`config.mk`:
```
export PLATFORM = sky130hd
export DESIGN_NAME = incrementer_counter
export DESIGN_NICKNAME = d
export VERILOG_FILES = /design/src/rtl/incrementer_pkg.sv /design/src/rtl/fulladder.sv /design/src/rtl/incrementer.sv /design/src/rtl/incrementer_counter.sv
export SDC_FILE = /design/constraint.sdc
export NUM_CORES = 1
export LEC_CHECK = 0
export BUFFER_PORTS_ARGS = -buffer_cell sky130_fd_sc_hd__buf_2
export CORE_MARGIN = 3
export CORE_UTILIZATION = 39
export DETAILED_ROUTE_END_ITERATION = 10
export PLACE_DENSITY_LB_ADDON = 0.05
export SYNTH_ARGS = -nofsm -noshare
export SYNTH_HDL_FRONTEND = slang
export SYNTH_SLANG_ARGS = --single-unit
```
`constraint.sdc`:
```
create_clock -name clk -period 1.5 [get_ports clk]
set_input_delay 0 -clock clk [delete_from_list [all_inputs] [get_ports clk]]
set_output_delay 0 -clock clk [all_outputs]
set_load 0.005 [all_outputs]
```
`src/rtl/incrementer_pkg.sv`:
```
// -----------------------------------------------------------------------------
// incrementer_pkg
// Shared definitions for the incrementer counter slice.
//   DEFAULT_WIDTH : default counter data width in bits
//   state_t       : counter FSM states (IDLE, RUN, DONE)
// -----------------------------------------------------------------------------
package incrementer_pkg;

  localparam int DEFAULT_WIDTH = 4;

  typedef enum logic [1:0] {
    IDLE = 2'd0,
    RUN  = 2'd1,
    DONE = 2'd2
  } state_t;

endpackage : incrementer_pkg

```
`src/rtl/fulladder.sv`:
```
// -----------------------------------------------------------------------------
// fulladder
// One-bit full adder cell, the building block of the ripple inc/dec paths.
//   a, b : operand bits
//   ci   : carry in
//   s    : sum bit
//   co   : carry out
// -----------------------------------------------------------------------------
module fulladder (
  input  logic a,
  input  logic b,
  input  logic ci,
  output logic s,
  output logic co
);

  assign s  = a ^ b ^ ci;
  assign co = (a & b) | (a & ci) | (b & ci);

endmodule : fulladder

```
`src/rtl/incrementer.sv`:
```
// -----------------------------------------------------------------------------
// incrementer
// Combinational +1: a ripple chain of fulladder cells with operand B tied to 0
// and carry-in tied to 1. Mirror image of the decrement path.
//   a   : value to increment
//   sum : a + 1 modulo 2^WIDTH
//   co  : carry out of the top bit (high only when a is all-ones)
// -----------------------------------------------------------------------------
module incrementer
  import incrementer_pkg::*;
#(
  parameter int WIDTH = DEFAULT_WIDTH
) (
  input  logic [WIDTH-1:0] a,
  output logic [WIDTH-1:0] sum,
  output logic             co
);

  logic [WIDTH:0] carry;

  assign carry[0] = 1'b1;

  for (genvar i = 0; i < WIDTH; i++) begin : g_chain
    fulladder u_fa (
      .a  (a[i]),
      .b  (1'b0),
      .ci (carry[i]),
      .s  (sum[i]),
      .co (carry[i+1])
    );
  end

  assign co = carry[WIDTH];

endmodule : incrementer

```
`src/rtl/incrementer_counter.sv`:
```
// -----------------------------------------------------------------------------
// incrementer_counter
// Loadable up-counter with IDLE/RUN/DONE control, wrap or one-shot terminal
// behaviour and a sticky overflow flag.
//   clk, rst_n : rising-edge clock, asynchronous active-low reset
//   load, D    : synchronous load of D into Q (highest priority)
//   start      : enter RUN from IDLE or DONE
//   en         : advance Q by one per cycle while in RUN
//   limit      : terminal value, compared live every cycle
//   mode       : 0 = wrap to 0 at limit, 1 = stop at limit and go to DONE
//   clr_ovf    : clear sticky ovf (a simultaneous set wins)
//   Q          : registered count
//   Co         : registered one-cycle wrap/terminal pulse
//   tc         : combinational Q == limit
//   ovf        : sticky overflow
//   busy       : high exactly while in RUN
// -----------------------------------------------------------------------------
module incrementer_counter
  import incrementer_pkg::*;
#(
  parameter int WIDTH = DEFAULT_WIDTH
) (
  input  logic             clk,
  input  logic             rst_n,
  input  logic             load,
  input  logic [WIDTH-1:0] D,
  input  logic             start,
  input  logic             en,
  input  logic [WIDTH-1:0] limit,
  input  logic             mode,
  input  logic             clr_ovf,
  output logic [WIDTH-1:0] Q,
  output logic             Co,
  output logic             tc,
  output logic             ovf,
  output logic             busy
);

  state_t           state;
  logic [WIDTH-1:0] q_plus1;
  logic             all_ones;
  logic             count_step;
  logic             ovf_set;

  // The incrementer's carry out doubles as the all-ones detector.
  incrementer #(.WIDTH(WIDTH)) u_inc (
    .a   (Q),
    .sum (q_plus1),
    .co  (all_ones)
  );

  assign tc         = (Q == limit);
  assign count_step = !load && (state == RUN) && en;
  // Terminal compare takes precedence over the all-ones wrap; the all-ones
  // case only matters when a value above limit was loaded.
  assign ovf_set    = count_step && (tc ? !mode : all_ones);

  always_ff @(posedge clk or negedge rst_n) begin
    if (!rst_n) begin
      state <= IDLE;
      Q     <= '0;
      Co    <= 1'b0;
      ovf   <= 1'b0;
      busy  <= 1'b0;
    end else begin
      // NOTE: non-blocking assignments throughout so every branch sees the
      // pre-edge values of Q/state, as real flops do.
      Co <= 1'b0;

      if (ovf_set)      ovf <= 1'b1;
      else if (clr_ovf) ovf <= 1'b0;

      if (load) begin
        Q <= D;
      end else if (start && (state != RUN)) begin
        state <= RUN;
        busy  <= 1'b1;
      end else if (count_step) begin
        if (tc) begin
          Co <= 1'b1;
          if (mode) begin
            state <= DONE;
            busy  <= 1'b0;
          end else begin
            Q <= '0;
          end
        end else begin
          // Covers both the normal +1 and the all-ones wrap to 0.
          Q  <= q_plus1;
          Co <= all_ones;
        end
      end
    end
  end

endmodule : incrementer_counter

```
Word level (Yosys, flattened, before mapping)
Index checks and enable logic that the tools add are counted.
- mux-type cells: 20
- bitwise gates (word level): 8
- eq/ne operators: 5
- reduce and logical (&&, ||, !) cells: 13
- operator list (operator ; count):
    4-bit 2-to-1 mux ; 5
    1-bit 2-to-1 mux ; 11
    2-bit nonzero test ; 5
    2-bit 2-to-1 mux ; 4
    4-bit equality test ; 1
    1-bit logical AND ; 4
    4-bit AND reduction ; 1
    1-bit AND ; 3
    3-bit inequality test, second input constant ; 1
    3-bit AND reduction ; 1
    1-bit XOR ; 3
    2-bit by 1-bit equality test with 1-bit output, second input constant ; 1
    1-bit zero test ; 2
    2-bit by 1-bit inequality test with 1-bit output, second input constant ; 1
    2-bit inequality test, second input constant ; 1
    1-bit inverter ; 2
- word-level logic and storage cells: 51
- output and inout bits: 8
- bits in registers: 9
- input port bits: 15

Depth between registers and ports, before layout
- depth after elaboration: 7
- mapped depth: 5

By module
Synthesis repeated with hierarchy kept, for this count alone.
- cell total of the unflattened synthesis: 50
- area total of the unflattened synthesis: 534.3 um^2
- modules (own cells, without submodules) (module ; seq. area each (um^2) ; area each (um^2) ; times used ; cells each):
    incrementer_counter ; 200.2 ; 446.7 ; 1 ; 44
    fulladder ; 0.0 ; 20.0 ; 4 ; 1
    incrementer ; 0.0 ; 7.5 ; 1 ; 2

Least setup slack after synthesis
OpenSTA, ideal clock, no wires.
- path type: reg2reg
- start: register Q[0]
- end: register Q[3]
- slack: 0.078 ns
- arrival time: 1.292 ns
- path buffers: 0
- data required time: 1.370 ns
- clock period less this slack: 1.422 ns
- cell stages (with the launch flop): 6
- setup time: 0.130 ns
- path through: dfrtp_1 > ha_1 > ha_1 > ha_1 > a32oi_1 > o21ai_0
- longest elaborated chain between the ends: 7
- elaborated cells between the ends (all ways): 10
- classes of those cells: eq/ne: 2; mux: 4; bitwise: 3; reduce/logical: 1
- ends and longest elaborated chain (what ; line ; RTL):
    start, declared ; incrementer_counter.sv:32 ; output logic [WIDTH-1:0] Q,
    start signal, assigned ; incrementer_counter.sv:89 ; Q <= q_plus1;
    1-bit AND (2 in series) ; fulladder.sv:18 ; assign co = (a & b) | (a & ci) | (b & ci);
    1-bit XOR ; fulladder.sv:17 ; assign s = a ^ b ^ ci;
    4-bit 2-to-1 mux ; incrementer_counter.sv:79 ; if (tc) begin
    4-bit 2-to-1 mux ; incrementer_counter.sv:78 ; end else if (count_step) begin
    4-bit 2-to-1 mux ; incrementer_counter.sv:75 ; end else if (start && (state != RUN)) begin
    4-bit 2-to-1 mux ; incrementer_counter.sv:73 ; if (load) begin
Several ways; a longest one is shown, not always the timed one. The select of a mux whose other input is x is not followed.
A chain may end at the register's enable or synchronous reset.

Worst setup path in the final report
- start: register Q[1]
- end: register Q[3]
Same word-level chain as after synthesis.

==> results.md <==
- Area of the mapped netlist: 514 µm²
- Switching part of the total power: 0.341
- P_sw: 0.291 mW
- Maximum number of pins on one net before global-route repair: 11
- Post-layout total power: 0.852 mW
- Worst flop-to-flop path endpoint: Q[3]$_DFFE_PN0P_
- Final cycle utilization of the critical path: 0.987
- Share of layout cells above drive strength 1: 0.471
- Max-slew headroom at the worst pin: 0.777
- Total of max-cap violations: 0
- Critical setup path kind: reg -> reg
- Area share of the largest cell type after synthesis: 0.389
- Result of the run: complete, no violations
- Transition at the pin with the smallest max-transition slack: 333 ps
- Cell types with the largest area share after synthesis: sky130_fd_sc_hd__dfrtp_1 39%, sky130_fd_sc_hd__ha_1 7.3%, sky130_fd_sc_hd__xnor2_1 6.8%
- Starting density of the core: 0.439
- Number of port buffers: 22
- Total placed instance area: 661 µm²
- Cell count after synthesis: 52
- Class of the worst hold path: in -> reg
- Synthesized net count: 70
- Vias after detailed routing: 515
- Layout overhead on the synthesized area: 48.9%
- Horiz. Die Dim: 42.3 µm
- DRC violations left: 0
- Final Routed Wirelength: between 1000 and 1500 µm
- Antenna fix cells: 0
- Vertical die dimension: 42.3 µm
- Highest clock frequency the design can meet: approximately 680 MHz
- Final-report setup violation count: 0
- First-pass GRT wire length: 2080 µm
- Total Die Area: 0.00179 mm²
- Leading cell type by number of instances after synthesis: sky130_fd_sc_hd__dfrtp_1
- Maximum cell stage delay along the critical path: 440 ps
- Hold Crit Depth: 3
- Netlist cell types: 26
- # rows: 12
- Total core area: ~0.0012 mm²
- Share of power burned in combinational logic: 0.438
- R2r worst-path depth: 5
- Net total in the final layout: 105
- Number of sinks on the clock net: 8
- TritonCTS clock tree: yes
- HPWL after detailed placement: slightly above 900 µm
- Initial antenna violation count: 0
- Critical path fanouts, max: 4
- Total track usage: 0.153
- Antenna violation net count after detailed routing: 0
- CP dominant cell by count: sky130_fd_sc_hd__ha_1
- Setup Skew: 4.13 ps
- P per Cell Area: 1110 mW/mm²
- Peak VDD IR: 0.569 mV
- Total Neg Setup Slack: 0 ps
- Number of ports placed on the die boundary: 23
- FFs w/ async S/R, synth: 1.00
- Leakage dissipation: 0.397 nW
- Register share of total power: 0.360
- Endpoints failing hold: 0
- Fraction of power consumed by the clock network: 0.202
- Clock latency at the later pin of the worst-skew pair: 260 ps
- Launch instance of the worst register-to-register path: Q[1]$_DFFE_PN0P_
- Root cell of the clock tree: sky130_fd_sc_hd__clkbuf_4
- Post-synthesis area per instance: around 9.9 µm²
- Clock Tree Buf Depth: 2
- Design Area, Final: 766 µm²
- Wire length per cell: 14.3 µm
- Critical path required time: 1640 ps
- Register-to-register path setup slack: 20 ps
- Setup crit end: Q[3]$_DFFE_PN0P_
- Total congestion overflow after global routing: 0
- Worst setup SP type: register
- List of most frequent post-synthesis cells: 8 x sky130_fd_sc_hd__dfrtp_1, 7 x sky130_fd_sc_hd__inv_1, 4 x sky130_fd_sc_hd__buf_4, 4 x sky130_fd_sc_hd__xnor2_1
- Warnings from Yosys: 0
- Slew Limit Fails: 0
- CP Data Arrival Time: 1620 ps
- Clock input transition at the sequential cells of the worst setup and hold paths: 60 ps
- Number of optimization iterations in the first detailed-route pass: 4
- Ys flop type: sky130_fd_sc_hd__dfrtp_1
- Vias in the first global route: 487
- Min Tclk post-route: 1480 ps
- Flop and latch count out of synthesis: 8
- Portion of the post-synthesis area used by sequential elements: 0.389
- Worst setup startpoint: Q[1]$_DFFE_PN0P_
- Iteration-0 DRC count of the detailed router: 6
- Routed vias/inst: roughly 5.2
- Number of synthesized flops with an enable pin: 0
- Critical path endpoint category: register
- Synth area leader: sky130_fd_sc_hd__dfrtp_1
- CP Cell Sequence: ha_2, ha_1, ha_1, a32oi_1, o21ai_1
- Final estimated routing congestion in global placement: 0.680
- Internal Dissipation: 0.562 mW
- Unrepaired setup endpoints after global routing: true
- CTS HTree Levels: 1
- Number of clock buffers inserted by TritonCTS: 3
- Crit-path slowest cell: sky130_fd_sc_hd__dfrtp_1
## power groups by stage
stage	registers, mW	clock network (mW)	logic (mW)
after global routing	0.314	0.183	0.415
after global placement	0.296	0	0.322
after detailed placement	0.298	0	0.322
final	0.307	0.172	0.373
after CTS	0.295	0.176	0.334
after floorplan	0.301	0	0.203
## through the flow
stage	setup WS, ps	hold WS [ps]	cells	utilization
after floorplan	77.6	-296	52	-
after global placement	37.8	-144	90	0.564
after detailed placement	21.6	-143	90	0.564
after CTS	17.9	67.3	98	0.626
after global routing	-61.4	80.0	99	0.654
final	19.3	73.1	99	0.654
## how the worst min path moves through the flow
stage	end	start	slack [ps]
finish	state[1]$_DFFE_PN0P_	mode	70
floorplan	Co$_DFF_PN0_	rst_n	-300
global placement	Q[2]$_DFFE_PN0P_	rst_n	-140
CTS	state[1]$_DFFE_PN0P_	mode	70
global route	state[1]$_DFFE_PN0P_	mode	80
detailed placement	Q[2]$_DFFE_PN0P_	rst_n	-140
## sequential cells by signal (all words and copies together) (netlist names)
signal  count
Q           4
state       2
ovf         1
Co          1
## critical path, delay by kind of cell, from the launching register on
family	cells	cell delay, ps
adder cells (fa/ha/maj)	3	680
flip-flops	1	440
AO/OA/AOI/OAI	2	240
## kinds of logic (layout without fill, tap and decap cells)
logic type               count (synthesis)  in the layout  share of synthesized area
buffers and inverters                   13             46                      0.124
flip-flops                               8              8                      0.389
AO/OA/AOI/OAI                           15             15                      0.231
adder cells (fa/ha/maj)                  3              3                     0.0730
XOR/XNOR                                 4              4                     0.0681
AND/OR/NAND/NOR                          9              9                      0.114
## cell usage in the layout (no fill, tap or decap)
cell	instances
sky130_fd_sc_hd__a2111oi_2	1
sky130_fd_sc_hd__a32oi_1	3
sky130_fd_sc_hd__a31oi_1	1
sky130_fd_sc_hd__a211oi_1	1
sky130_fd_sc_hd__a21o_1	1
sky130_fd_sc_hd__o21a_1	1
sky130_fd_sc_hd__a21oi_1	1
sky130_fd_sc_hd__and3_4	1
sky130_fd_sc_hd__inv_2	1
sky130_fd_sc_hd__nor4_1	1
sky130_fd_sc_hd__dfrtp_1	8
sky130_fd_sc_hd__clkbuf_4	3
sky130_fd_sc_hd__ha_2	1
sky130_fd_sc_hd__and2_1	1
sky130_fd_sc_hd__buf_4	8
sky130_fd_sc_hd__ha_1	2
sky130_fd_sc_hd__nor2b_1	2
sky130_fd_sc_hd__a311o_1	1
sky130_fd_sc_hd__nand3_1	1
sky130_fd_sc_hd__nand3b_1	1
sky130_fd_sc_hd__xnor2_2	3
sky130_fd_sc_hd__xnor2_1	1
sky130_fd_sc_hd__o21ai_1	1
sky130_fd_sc_hd__buf_2	22
sky130_fd_sc_hd__a221o_1	1
sky130_fd_sc_hd__o21ai_0	2
sky130_fd_sc_hd__nor2_1	1
sky130_fd_sc_hd__a31o_1	1
sky130_fd_sc_hd__dlygate4sd3_1	5
sky130_fd_sc_hd__inv_1	7
sky130_fd_sc_hd__nand4_1	1
## layer usage
metal,GRT usage,wire length [µm],up-vias,share of wire
met5,0,0,-,0
met4,0.0559,34,0,0.024
met3,0.0429,81,4,0.057
met2,0.240,711,21,0.50
met1,0.199,585,236,0.41
li1,-,-,254,-
## area by class of cell
cell class                      count  area (µm²)
Fill cell                          96         405
Multi-Input combinational cell     31         275
Timing Repair Buffer               35         220
Sequential cell                     8         200
Inverter                            8        30.0
Clock buffer                        3        22.5
Tap cell                           14        17.5
## repair_timing
item / CTS / global route
hold endpoints to repair: 12 / 0
buffers inserted: 0 / 1
setup endpoints to repair: 0 / 3
hold buffers: 5 / 0
resized for setup: 0 / 5
(Power assumes the default switching activity.)
